**src/rtl/wb_queue.sv**
```systemverilog
// wb_queue: program-ordered writeback buffer draining one register write per cycle to the bank.
module wb_queue #(
   parameter int DEPTH   = 4,
   parameter bit DROP_R0 = 1
) (
   input  logic                     clk,
   input  logic                     reset,
   input  logic                     mem_valid,
   input  logic [4:0]               mem_rd,
   input  logic [31:0]              mem_data,
   output logic                     mem_ready,
   input  logic                     alu_valid,
   input  logic [4:0]               alu_rd,
   input  logic [31:0]              alu_data,
   output logic                     alu_ready,
   input  logic [4:0]               query_a,
   input  logic [4:0]               query_b,
   output logic                     hazard_a,
   output logic                     hazard_b,
   output logic [4:0]               rf_addr_d,
   output logic [31:0]              rf_data,
   output logic                     rf_write,
   output logic [$clog2(DEPTH):0]   count
);
   localparam int AW = $clog2(DEPTH);
   localparam int CW = AW + 1;
   logic [4:0]    rd_q   [DEPTH];
   logic [31:0]   data_q [DEPTH];
   logic [AW-1:0] rel    [DEPTH];
   logic [DEPTH-1:0] vld;
   logic [AW-1:0] head, tail, alu_idx;
   logic [CW-1:0] free;
   logic pop, mem_hs, alu_hs, mem_push, alu_push;
   assign pop       = count != '0;
   assign free      = CW'(DEPTH) - count + CW'(pop);
   assign mem_ready = free != '0;
   assign mem_hs    = mem_valid & mem_ready;
   // dropped r0 writes handshake but never occupy a slot
   assign mem_push  = mem_hs & ~(DROP_R0 && mem_rd == 5'd0);
   assign alu_ready = free > CW'(mem_push);
   assign alu_hs    = alu_valid & alu_ready;
   assign alu_push  = alu_hs & ~(DROP_R0 && alu_rd == 5'd0);
   assign alu_idx   = tail + AW'(mem_push);
   for (genvar s = 0; s < DEPTH; s++) begin : g_vld
      assign rel[s] = AW'(s) - head;
      assign vld[s] = {1'b0, rel[s]} < count;
   end
   always_comb begin
      hazard_a = 1'b0;
      hazard_b = 1'b0;
      for (int i = 0; i < DEPTH; i++) begin
         hazard_a = hazard_a | (vld[i] & rd_q[i] == query_a);
         hazard_b = hazard_b | (vld[i] & rd_q[i] == query_b);
      end
      hazard_a = hazard_a | (rf_write & rf_addr_d == query_a) | (mem_hs & mem_rd == query_a) | (alu_hs & alu_rd == query_a);
      hazard_b = hazard_b | (rf_write & rf_addr_d == query_b) | (mem_hs & mem_rd == query_b) | (alu_hs & alu_rd == query_b);
      hazard_a = (DROP_R0 && query_a == 5'd0) ? 1'b0 : hazard_a;
      hazard_b = (DROP_R0 && query_b == 5'd0) ? 1'b0 : hazard_b;
   end
   always_ff @(posedge clk or posedge reset) begin
      if (reset) begin
         head      <= '0;
         tail      <= '0;
         count     <= '0;
         rf_write  <= 1'b0;
         rf_addr_d <= '0;
         rf_data   <= '0;
      end else begin
         head     <= head + AW'(pop);
         tail     <= tail + AW'(mem_push) + AW'(alu_push);
         count    <= count + CW'(mem_push) + CW'(alu_push) - CW'(pop);
         rf_write <= pop;
         if (pop) begin
            rf_addr_d <= rd_q[head];
            rf_data   <= data_q[head];
         end
      end
   end
   always_ff @(posedge clk) begin
      if (mem_push) begin
         rd_q[tail]   <= mem_rd;
         data_q[tail] <= mem_data;
      end
      if (alu_push) begin
         rd_q[alu_idx]   <= alu_rd;
         data_q[alu_idx] <= alu_data;
      end
   end
endmodule

```
**config.mk**
```make
export PLATFORM = sky130hd
export DESIGN_NAME = wb_queue
export DESIGN_NICKNAME = d
export VERILOG_FILES = /design/src/rtl/wb_queue.sv
export SDC_FILE = /design/constraint.sdc
export NUM_CORES = 1
export LEC_CHECK = 0
export CORE_MARGIN = 8
export CORE_UTILIZATION = 60
export DETAILED_ROUTE_END_ITERATION = 16
export GPL_TIMING_DRIVEN = 0
export PLACE_DENSITY = 0.9
export RECOVER_POWER = 25
export SETUP_SLACK_MARGIN = 0.4
export SLEW_MARGIN = 30
export SYNTH_ARGS = -nofsm -noshare
export SYNTH_HDL_FRONTEND = slang
export SYNTH_SLANG_ARGS = --single-unit
```
**constraint.sdc**
```tcl
create_clock -name clk -period 8.3 [get_ports clk]
set_input_delay 1.66 -clock clk [delete_from_list [all_inputs] [get_ports clk]]
set_output_delay 1.66 -clock clk [all_outputs]
set_load 0.05 [all_outputs]
```
==> key figures <==
Logic synthesis
  – Post-Synth Adder-Cell Area: 1.38%
  – Post-Synthesis Cell Area: 10,100 µm²
  – Post-synthesis xor/xnor area fraction: 6.91%
  – Largest family of logic cells by synthesized area: multiplexers
  – Post-synthesis mux area share: 24.7%
  – Avg Synthesized Cell Area: 14.0 µm²
  – Post-synth EDFFs: 148
  – Seq/Total Area, Yosys: 54.9%
  – Mapped Cells: 725
  – Primary FF master, synth: edfxtp_1
  – Async set-reset flop share out of synthesis: 23.3%
  – Post-synth net total: 823
  – Seq cells post-synth: 193
  – Post-synthesis simple-gate area fraction: 7.79%
  – Yosys warns: 0
  – Compound-Gate Fraction of Synth Area: 1.01%
  – Synth unique cells: 39

STA
  – Final critical path time including I/O delays and setup: 6650 ps
  – Final worst slack: 1650 ps
  – Clock skew: 13.7 ps
  – Tcrit/Tclk final: 80.2%
  – Hold Fails Final Rpt: 0
  – RSZ-0062 raised after global routing: no
  – Sum Neg Setup Slack: 0 ps
  – Setup Viol. Count Final: 0
  – Worst slew pin tran: 1900 ps
  – Fin. max-slew vios: 32
  – Worst slew margin: -26.9%
  – Fmax: 150 MHz

Global routing
  – Initial antenna violation count: 1
  – Largest net degree at the start of global routing: 38
  – Global-route wire length before repair: 38.5 mm
  – Vias in the first global route: 7,035
  – GRT Overall Usage: 23.4%
  – Global route overflow: 0

Floorplan
  – IO Pins: 133
  – Die span in y: 146 µm
  – Row count: 47
  – Initial Utilization: 61.1%
  – Core Box Area: 16,600 µm²
  – Die Area: 21,300 µm²
  – Die width: 146 µm

Clock network
  – Hold buffer count at cts: 0
  – Clock root buffer: clkbuf_16
  – Post-CTS setup buffer count: 0
  – H-tree levels: 4
  – CTS clk-pin slew, worst paths: 70 ps
  – Clk buf depth: 2
  – CTS tree: built
  – Post-cts sizing count: 0
  – Clk sinks: 193
  – Clock latency on the worst-skew pair: 440 ps
  – CTS Buf Count: 17

Critical path
  – Crit Path Class: primary input to primary output
  – CP Data Arrival Time: 4990 ps
  – CP startpoint kind: primary input
  – CP required: 6640 ps
  – Crit-path max FO: 5
  – CP endpoint kind: primary output

Detailed routing
  – WL/cell: 22.4 µm
  – Routed vias/inst: 5.92
  – Router iterations before antenna repair: 4
  – DRT iter0 DRCs: 616
  – ANT nets after route: 0
  – Total number of vias: 6,477
  – Remaining routing DRC violations: 0
  – Total Wirelength: 24.5 mm

Run status
  – Status: complete, but fails checks
  – Failing checks: max-capacitance violations, max-slew violations

Power
  – Standby leakage power: 4.49 nW
  – Peak VDD IR: 0.352 mV
  – PD cells: 424 nW/µm²

Min path
  – Worst Hold Class: register to register

Place
  – Dpl ws: 1770 ps
  – Port-buffer cells: 112
  – GP Congestion: 0.939
  – Final HPWL DP: 16.3 mm

Cells and area
  – Area taken by flip-flops and latches: 5570 µm²
  – Multi-input gate area: 4270 µm²
  – Fillers: 1,090
  – NumNets Final: 958
  – Layout cells sized above 1: 25.8%
  – P&R area growth vs syn: 20.4%

Flow run
  – Max Cap Violations: 1
## worst max-delay path, stage by stage
cell and delay, ps:
clkdlybuf4s50_1 500, o311ai_0 250, a21o_1 290, inv_1 190, ha_1 180, nor2_1 50
nor3_2 300, nor4_1 140, or4_1 490, o22a_1 220, clkdlybuf4s50_1 700
## cells in the final DEF (no fill, tap or decap), types with 4 or more instances in the layout
master / count
nand2_1: 115
clkbuf_1: 23
clkbuf_16: 17
nor3_1: 5
nor2_1: 4
buf_4: 6
dfrtp_1: 45
mux2_2: 110
dlygate4sd3_1: 23
xor2_1: 36
mux4_2: 37
buf_1: 4
buf_6: 4
nor4_1: 10
buf_2: 20
ha_1: 8
inv_1: 10
mux2_1: 38
xnor2_1: 44
edfxtp_1: 148
or4_1: 8
clkinv_2: 4
clkdlybuf4s50_1: 89
nand3_1: 17
## cell usage after synthesis (all sizes together), types with 3 or more instances
cell    instances  share of area (%)
buf            35                2.1
clkbuf         20               0.74
dfrtp          45                 11
edfxtp        148                 44
ha              8               0.99
inv            13               0.48
mux2          148                 16
mux4           37                8.2
nand2         116                4.3
nand3          17               0.84
nor2            4               0.15
nor3            8               0.54
nor4           10               0.62
or2             3               0.19
or4             8               0.59
xnor2          44                3.8
xor2           36                3.1
## sequential cells by signal (all words and copies together) (netlist names)
register and flops:
count 3, data_q 128, head 2, rd_q 20, rf_addr_d 5, rf_data 32
rf_write 1, tail 2
## layout make-up
cell class              count  share of cell area (%)
repair buffers            116                    9.58
flip-flops and latches    193                    45.6
clock buffers              18                    3.51
diodes                      1                  0.0205
plain buffers              55                    2.33
inverters                  13                   0.410
clock inverters            14                    1.34
well taps                 220                    2.25
multi-input cells         464                    34.9
## cells by family (layout without fill, tap and decap cells)
| group | after synthesis | in the layout |
|---|---|---|
| multiplexers | 185 | 185 |
| AO/OA/AOI/OAI | 14 | 14 |
| AND/OR/NAND/NOR | 174 | 174 |
| flip-flops | 193 | 193 |
| adder cells (fa/ha/maj) | 10 | 10 |
| other | 1 | 2 |
| buffers and inverters | 68 | 216 |
| XOR/XNOR | 80 | 80 |
## metrics by stage
| step | hold WS [ps] | instances | area, µm² | power [W] | util [%] |
|---|---|---|---|---|---|
| 2_1_floorplan | 633 | 725 | 10100 | 0.00358 | - |
| 3_3_place_gp | 452 | 1057 | 11500 | 0.00429 | 69.6 |
| 3_5_place_dp | 455 | 1061 | 11600 | 0.00438 | 70.1 |
| 4_1_cts | 470 | 1093 | 12200 | 0.00523 | 73.7 |
| 5_1_grt | 484 | 1094 | 12200 | 0.00543 | 73.6 |
| 6_report | 459 | 1094 | 12200 | 0.00518 | 73.6 |
## report_power, final
part,switching [W],internal (W)
Clock,0.000363,0.000473
Combinational,0.00149,0.00102
Sequential,0.000201,0.00163
Total,0.00206,0.00312
## final timing paths
kind / from / to / slack [ps] / depth (start not counted)
setup / recovery: mem_valid / hazard_b / 1650 / 11
hold / removal: rf_data[26]$_DFFE_PP0P_ / rf_data[26]$_DFFE_PP0P_ / 460 / 2
setup reg to reg: count[1]$_DFF_PP0_ / data_q[0][3]$_DFFE_PP_ / 3450 / 16
hold reg to reg: rf_data[26]$_DFFE_PP0P_ / rf_data[26]$_DFFE_PP0P_ / 460 / 2
max in group asynchronous: reset / rf_data[27]$_DFFE_PP0P_ / 4320 / 3
min in group asynchronous: reset / rf_data[8]$_DFFE_PP0P_ / 1790 / 2
## metal layers
layer / up-vias / GRT usage [%] / wire length [µm]
li1: 2919 / - / -
met1: 3270 / 28.0 / 9770
met2: 245 / 39.7 / 12700
met3: 43 / 5.75 / 1530
met4: 0 / 9.63 / 570
met5: - / 0 / 0
Power figures use the tool's default switching activity.
==> RTL edit 1, RTL diff (same flow settings) <==
Change the parameter `DROP_R0` from 1 to 0.
--- a/src/rtl/wb_queue.sv
+++ b/src/rtl/wb_queue.sv
@@ -1,7 +1,7 @@
 // wb_queue: program-ordered writeback buffer draining one register write per cycle to the bank.
 module wb_queue #(
    parameter int DEPTH   = 4,
-   parameter bit DROP_R0 = 1
+   parameter bit DROP_R0 = 0
 ) (
    input  logic                     clk,
    input  logic                     reset,
Formal check against the unedited RTL: not equivalent (a bounded check fails within 4 cycles, from zero or initial values and one cycle with reset high).
==> RTL edit 1 against the original RTL <==
The run still ends with capacitance limit, slew limit left; fmax grew 1.4%; final cell count shrank 0.82%; routed wire length grew 6.7%; critical path type is now flop to primary output; power grew 4.2%; sequential cell count is the same; setup slack gained 0.094 ns; largest power group unchanged; via count grew 3.3%; design area grew 0.92%; synthesized area shrank 0.84%; sequential power grew 2%.
==> RTL edit 1: results (changes against the original RTL) <==
* Top Registers: data_q: 128 flops, rf_data: 32 flops, rd_q: 20 flops (unchanged)
* Leakage Power at 4.615 nW (was 4.488 nW)
* CP max FO at 7 (was 5)
* VDD IR max at 0.2654 mV (was 0.3525 mV)
* Final Max Slew Viols at 40 (was 32)
* Placed Area at 0.01171 mm2 (was 0.01163 mm2)
* Maxcap violations at 1 (unchanged)
* Syn nets at 802 (was 823)
* Routed vias at 6690 (was 6477)
* Least-Margin Pin Slew at 2.472 ns (was 1.904 ns)
* CP arrival at 4.90 ns (was 4.99 ns)
* Sequential-to-total area share from yosys stat at 0.5540 (was 0.5494)
* FILL cells at 956 (was 1090)
* Status: complete, but fails checks (unchanged)
* Antenna violations before repair at 0 (was 1)
* Antenna cells at 0 (was 1)
* DRT iter0 DRCs at 606 (was 616)
* Pre-antenna DRT Iters at 5 (was 4)
* Vias in the first global route at 7182 (was 7035)
* Wire per inst at 24.13 um (was 22.43 um)
* Commonest cells post-synth: edfxtp_1, mux2_2, nand2_1 (was edfxtp_1, nand2_1, mux2_2)
* Layout cell share with drive strength beyond 1 at 0.2890 (was 0.2577)
* Switching Power at 2.149 mW (was 2.057 mW)
* Post-synthesis cell type count at 41 (was 39)
* Detail Placement HPWL at 17.54 mm (was 16.28 mm)
* Failing checks: capacitance limit, slew limit (unchanged)
* Placer Congestion at 0.8934 (was 0.9385)
* # resized after CTS at 0 (unchanged)
* Global-route usage over all layers at 0.2480 (was 0.2337)
* Dominant cells by area after synthesis: edfxtp_1, mux2_2, dfrtp_1, mux4_2, nand2_1 (unchanged)
* Dpl ws at 1.956 ns (was 1.770 ns)
* I/O Buffers at 122 (was 112)
* Fin nets at 950 (was 958)
* Largest net degree at the start of global routing at 40 (was 38)
* Largest register FFs at 128 (unchanged)
* Global-route wire length before repair at 40.16 mm (was 38.46 mm)
* Setup Skew at 0.008707 ns (was 0.01367 ns)
## RTL edit 1: cell count changes in the layout (fill, tap and decap cells not counted), sizes merged, moves of 4 or more
| cell | delta |
|---|---|
| nor2 | +4 |
| xor2 | +7 |
| or4 | -6 |
| buf | -7 |
| nor4 | -6 |
| clkinv | -5 |
| xnor2 | -7 |
| clkdlybuf4s50 | +10 |
| inv | -5 |
## RTL edit 1: kinds of logic after synthesis
logic type,Yosys count,share of synthesized area
other cells,1,0.0003730
xor+xnor,80,0.06969
mux,185,0.2554
simple gates,167,0.07018
buf+inv,51,0.02364
fa+ha+maj,10,0.01319
flops,193,0.5540
compound gates,17,0.01356
## RTL edit 1: metal layers
layer	routed length, um	up-vias	track usage	part of all wire
met2	14020	338	0.4423	0.54
li1	-	2884	-	-
met1	9789	3406	0.2845	0.37
met5	0	-	0	0
met4	778	0	0.1114	0.030
met3	1584	62	0.04757	0.061
## RTL edit 1: metrics by stage
stage          power [mW]  instances  hold WS [ns]
6_report            5.397       1085        0.4586
5_1_grt             5.609       1085        0.4801
4_1_cts             5.423       1085        0.4711
2_1_floorplan       3.642        704        0.6329
3_3_place_gp        4.371       1046        0.4493
3_5_place_dp        4.518       1053        0.4555
## RTL edit 1: worst max-delay path, cell delays in order (launching register included)
cell and delay, ns:
dfrtp_1 0.47, inv_1 0.27, ha_1 0.35, or2_2 0.31
o311ai_2 0.69, inv_1 0.23, ha_1 0.34, nor2_1 0.06
o31ai_4 0.42, o22ai_1 0.16, or4_1 0.42, clkdlybuf4s50_1 0.72
## RTL edit 1: layout make-up
cell class,count,area (um2),area share
Buffer,44,211.5,0.01716
Sequential cell,193,5570,0.4520
Timing Repair Buffer,129,1316,0.1068
Inverter,7,27.53,0.002234
Clock inverter,11,175.2,0.01421
Clock buffer,21,460.4,0.03736
Multi-Input combinational cell,460,4287,0.3479
Tap cell,220,275.3,0.02234
## RTL edit 1: worst paths after layout
| kind | startpoint | endpoint | slack, ns | depth (start not counted) |
|---|---|---|---|---|
| max in group asynchronous | reset | rf_data[22] | 4.05 | 3 |
| min in group asynchronous | reset | rf_data[14] | 1.62 | 2 |
| min reg2reg | rf_data[0] | rf_data[0] | 0.46 | 2 |
| min | rf_data[0] | rf_data[0] | 0.46 | 2 |
| max reg2reg | count[1] | rd_q[3][2] | 3.26 | 13 |
| max | count[1] | hazard_b | 1.74 | 11 |
## RTL edit 1: power groups by stage
stage	logic (mW)	clock network, mW	registers, mW
final	2.64	0.885	1.87
after detailed placement	2.64	0	1.88
after global placement	2.48	0	1.89
after global routing	2.79	0.923	1.90
after floorplan	1.46	0	2.19
after CTS	2.67	0.887	1.87
==> RTL edit 2, RTL diff (same flow settings) <==
Without the edit above. Put one more register stage on the output `count`. The value now appears one clock later. The other outputs are not delayed to match.
--- a/src/rtl/wb_queue.sv
+++ b/src/rtl/wb_queue.sv
@@ -24,6 +24,8 @@
 );
    localparam int AW = $clog2(DEPTH);
    localparam int CW = AW + 1;
+
+   logic [$clog2(DEPTH):0] count_s0;
    logic [4:0]    rd_q   [DEPTH];
    logic [31:0]   data_q [DEPTH];
    logic [AW-1:0] rel    [DEPTH];
@@ -31,8 +33,8 @@
    logic [AW-1:0] head, tail, alu_idx;
    logic [CW-1:0] free;
    logic pop, mem_hs, alu_hs, mem_push, alu_push;
-   assign pop       = count != '0;
-   assign free      = CW'(DEPTH) - count + CW'(pop);
+   assign pop       = count_s0 != '0;
+   assign free      = CW'(DEPTH) - count_s0 + CW'(pop);
    assign mem_ready = free != '0;
    assign mem_hs    = mem_valid & mem_ready;
    // dropped r0 writes handshake but never occupy a slot
@@ -43,7 +45,7 @@
    assign alu_idx   = tail + AW'(mem_push);
    for (genvar s = 0; s < DEPTH; s++) begin : g_vld
       assign rel[s] = AW'(s) - head;
-      assign vld[s] = {1'b0, rel[s]} < count;
+      assign vld[s] = {1'b0, rel[s]} < count_s0;
    end
    always_comb begin
       hazard_a = 1'b0;
@@ -61,14 +63,14 @@
       if (reset) begin
          head      <= '0;
          tail      <= '0;
-         count     <= '0;
+         count_s0  <= '0;
          rf_write  <= 1'b0;
          rf_addr_d <= '0;
          rf_data   <= '0;
       end else begin
          head     <= head + AW'(pop);
          tail     <= tail + AW'(mem_push) + AW'(alu_push);
-         count    <= count + CW'(mem_push) + CW'(alu_push) - CW'(pop);
+         count_s0 <= count_s0 + CW'(mem_push) + CW'(alu_push) - CW'(pop);
          rf_write <= pop;
          if (pop) begin
             rf_addr_d <= rd_q[head];
@@ -86,5 +88,9 @@
          data_q[alu_idx] <= alu_data;
       end
    end
+   always_ff @(posedge clk) begin
+      count <= count_s0;
+   end
+
 endmodule
 
Behaviour: not the same (a bounded check fails within 4 cycles, from zero or initial values and one cycle with reset high).
==> RTL edit 2 against the original RTL <==
The run still ends with capacitance limit, slew limit left; first-iteration DRC count decreased by 18%; via count rose by 1.5%; synthesized area up 0.42%; power grew 2.6%; setup slack better by 0.11 ns; clock power rose by 8.6%; sequential cell count up 3; final cell count up 0.27%; design area increased by 0.85%; routed wire length up 2.2%; critical path type is now flop to primary output; highest routed layer unchanged.
==> RTL edit 2: results (changes against the original RTL) <==
* Wire per inst at 22.86 um (was 22.43 um)
* Asr flop ratio synth at 0.2296 (was 0.2332)
* Vias per cell at 5.995 (was 5.920)
* FILL cells at 1046 (was 1090)
* Vias in the first global route at 6997 (was 7035)
* Compound-Gate Fraction of Synth Area at 0.01118 (was 0.01012)
* Final Max Slew Viols at 35 (was 32)
* Dpl ws at 1.817 ns (was 1.770 ns)
* CP arrival at 4.88 ns (was 4.99 ns)
* # resized after CTS at 0 (unchanged)
* Post-synthesis cell type count at 40 (was 39)
* Syn_area_per_cell at 13.95 um2 (was 13.99 um2)
* Post-synthesis mux area share at 0.2455 (was 0.2465)
* Synth warn at 0 (unchanged)
* CP max FO at 6 (was 5)
* DRT iter0 DRCs at 504 (was 616)
* Switching Power at 2.086 mW (was 2.057 mW)
* Max transition margin at -0.4219 (was -0.2691)
* Global-route wire length before repair at 39.51 mm (was 38.46 mm)
* Fin nets at 962 (was 958)
* Top_reg_cell synth: edfxtp_1 (unchanged)
* VDD IR max at 0.2644 mV (was 0.3525 mV)
* Leakage Power at 4.477 nW (was 4.488 nW)
* Failing checks: capacitance limit, slew limit (unchanged)
* Antenna cells at 0 (was 1)
* Pre-antenna DRT Iters at 5 (was 4)
* Detail Placement HPWL at 16.89 mm (was 16.28 mm)
* Placed Area at 0.01169 mm2 (was 0.01163 mm2)
* Dominant cells by area after synthesis: edfxtp_1, mux2_2, dfrtp_1, mux4_2, mux2_1 (was edfxtp_1, mux2_2, dfrtp_1, mux4_2, nand2_1)
* Setup Skew at 0.005554 ns (was 0.01367 ns)
* Layout cell share with drive strength beyond 1 at 0.2349 (was 0.2577)
* Antenna violations before repair at 0 (was 1)
* Global-route usage over all layers at 0.2390 (was 0.2337)
* Status: complete, but fails checks (unchanged)
* Maxcap violations at 1 (unchanged)
* Commonest cells post-synth: edfxtp_1, nand2_1, mux2_2 (unchanged)
* Sequential-to-total area share from yosys stat at 0.5530 (was 0.5494)
* Placer Congestion at 0.9134 (was 0.9385)
* Synth Area in Adders at 0.01376 (was 0.01382)
* CP max-delay cell: o311ai_0 (was clkdlybuf4s50_1)
* Post-Synth XOR/XNOR Area at 0.06881 (was 0.06910)
* Final Instance Count excl. Fillers at 1097 (was 1094)
* Syn nets at 828 (was 823)
RTL edit 2: final timing paths:
path | from | to | slack, ns | depth (start not counted)
min in group asynchronous | reset | rf_data[3] | 1.73 | 2
max in group asynchronous | reset | rf_data[23] | 4.20 | 3
worst max-delay path | count_s0[1] | hazard_b | 1.76 | 13
worst max register to register | count_s0[1] | rd_q[1][3] | 3.26 | 17
worst min register to register | rf_data[16] | rf_data[16] | 0.46 | 2
worst min-delay path | rf_data[16] | rf_data[16] | 0.46 | 2
RTL edit 2: power groups by stage:
stage | clock network (mW) | logic, mW | registers, mW
global placement | 0 | 2.44 | 1.89
global route | 0.949 | 2.72 | 1.90
detailed placement | 0 | 2.57 | 1.88
finish | 0.908 | 2.55 | 1.86
floorplan | 0 | 1.43 | 2.18
CTS | 0.910 | 2.58 | 1.86
RTL edit 2: area by class of cell:
| cell class | instances | area [um2] | share of cell area |
|---|---|---|---|
| multi-input combinational | 466 | 4260 | 0.3460 |
| inverter | 13 | 50.05 | 0.004064 |
| tap | 220 | 275.3 | 0.02235 |
| clock buffer | 19 | 442.9 | 0.03597 |
| timing repair buffer | 115 | 1180 | 0.09581 |
| buffer | 55 | 271.5 | 0.02205 |
| sequential | 196 | 5630 | 0.4572 |
| clock inverter | 13 | 203.9 | 0.01656 |
RTL edit 2: logic make-up (layout without fill, tap and decap cells):
| logic type | Yosys count | in the layout |
|---|---|---|
| muxes | 185 | 185 |
| adders and majority gates | 10 | 10 |
| buffers and inverters | 68 | 215 |
| DFF | 196 | 196 |
| other | 1 | 1 |
| and+or+nand+nor | 173 | 173 |
| AOI/OAI and AO/OA | 17 | 17 |
| xor gates and xnor gates | 80 | 80 |
RTL edit 2: critical path: cells and delay by family, from the launching register on:
kind | cells | cell delay, ns
and+or+nand+nor | 5 | 1.12
DFF | 1 | 0.44
AOI/OAI and AO/OA | 3 | 1.12
adders and majority gates | 2 | 0.64
buffers and inverters | 3 | 1.11
RTL edit 2: layer usage:
layer | up-vias | part of all wire | wire length (um) | global-route usage
met5 | - | 0 | 0 | 0
met4 | 0 | 0.025 | 626 | 0.09480
met3 | 41 | 0.062 | 1561 | 0.04821
met2 | 278 | 0.51 | 12850 | 0.4086
met1 | 3318 | 0.40 | 10030 | 0.2927
li1 | 2940 | - | - | -
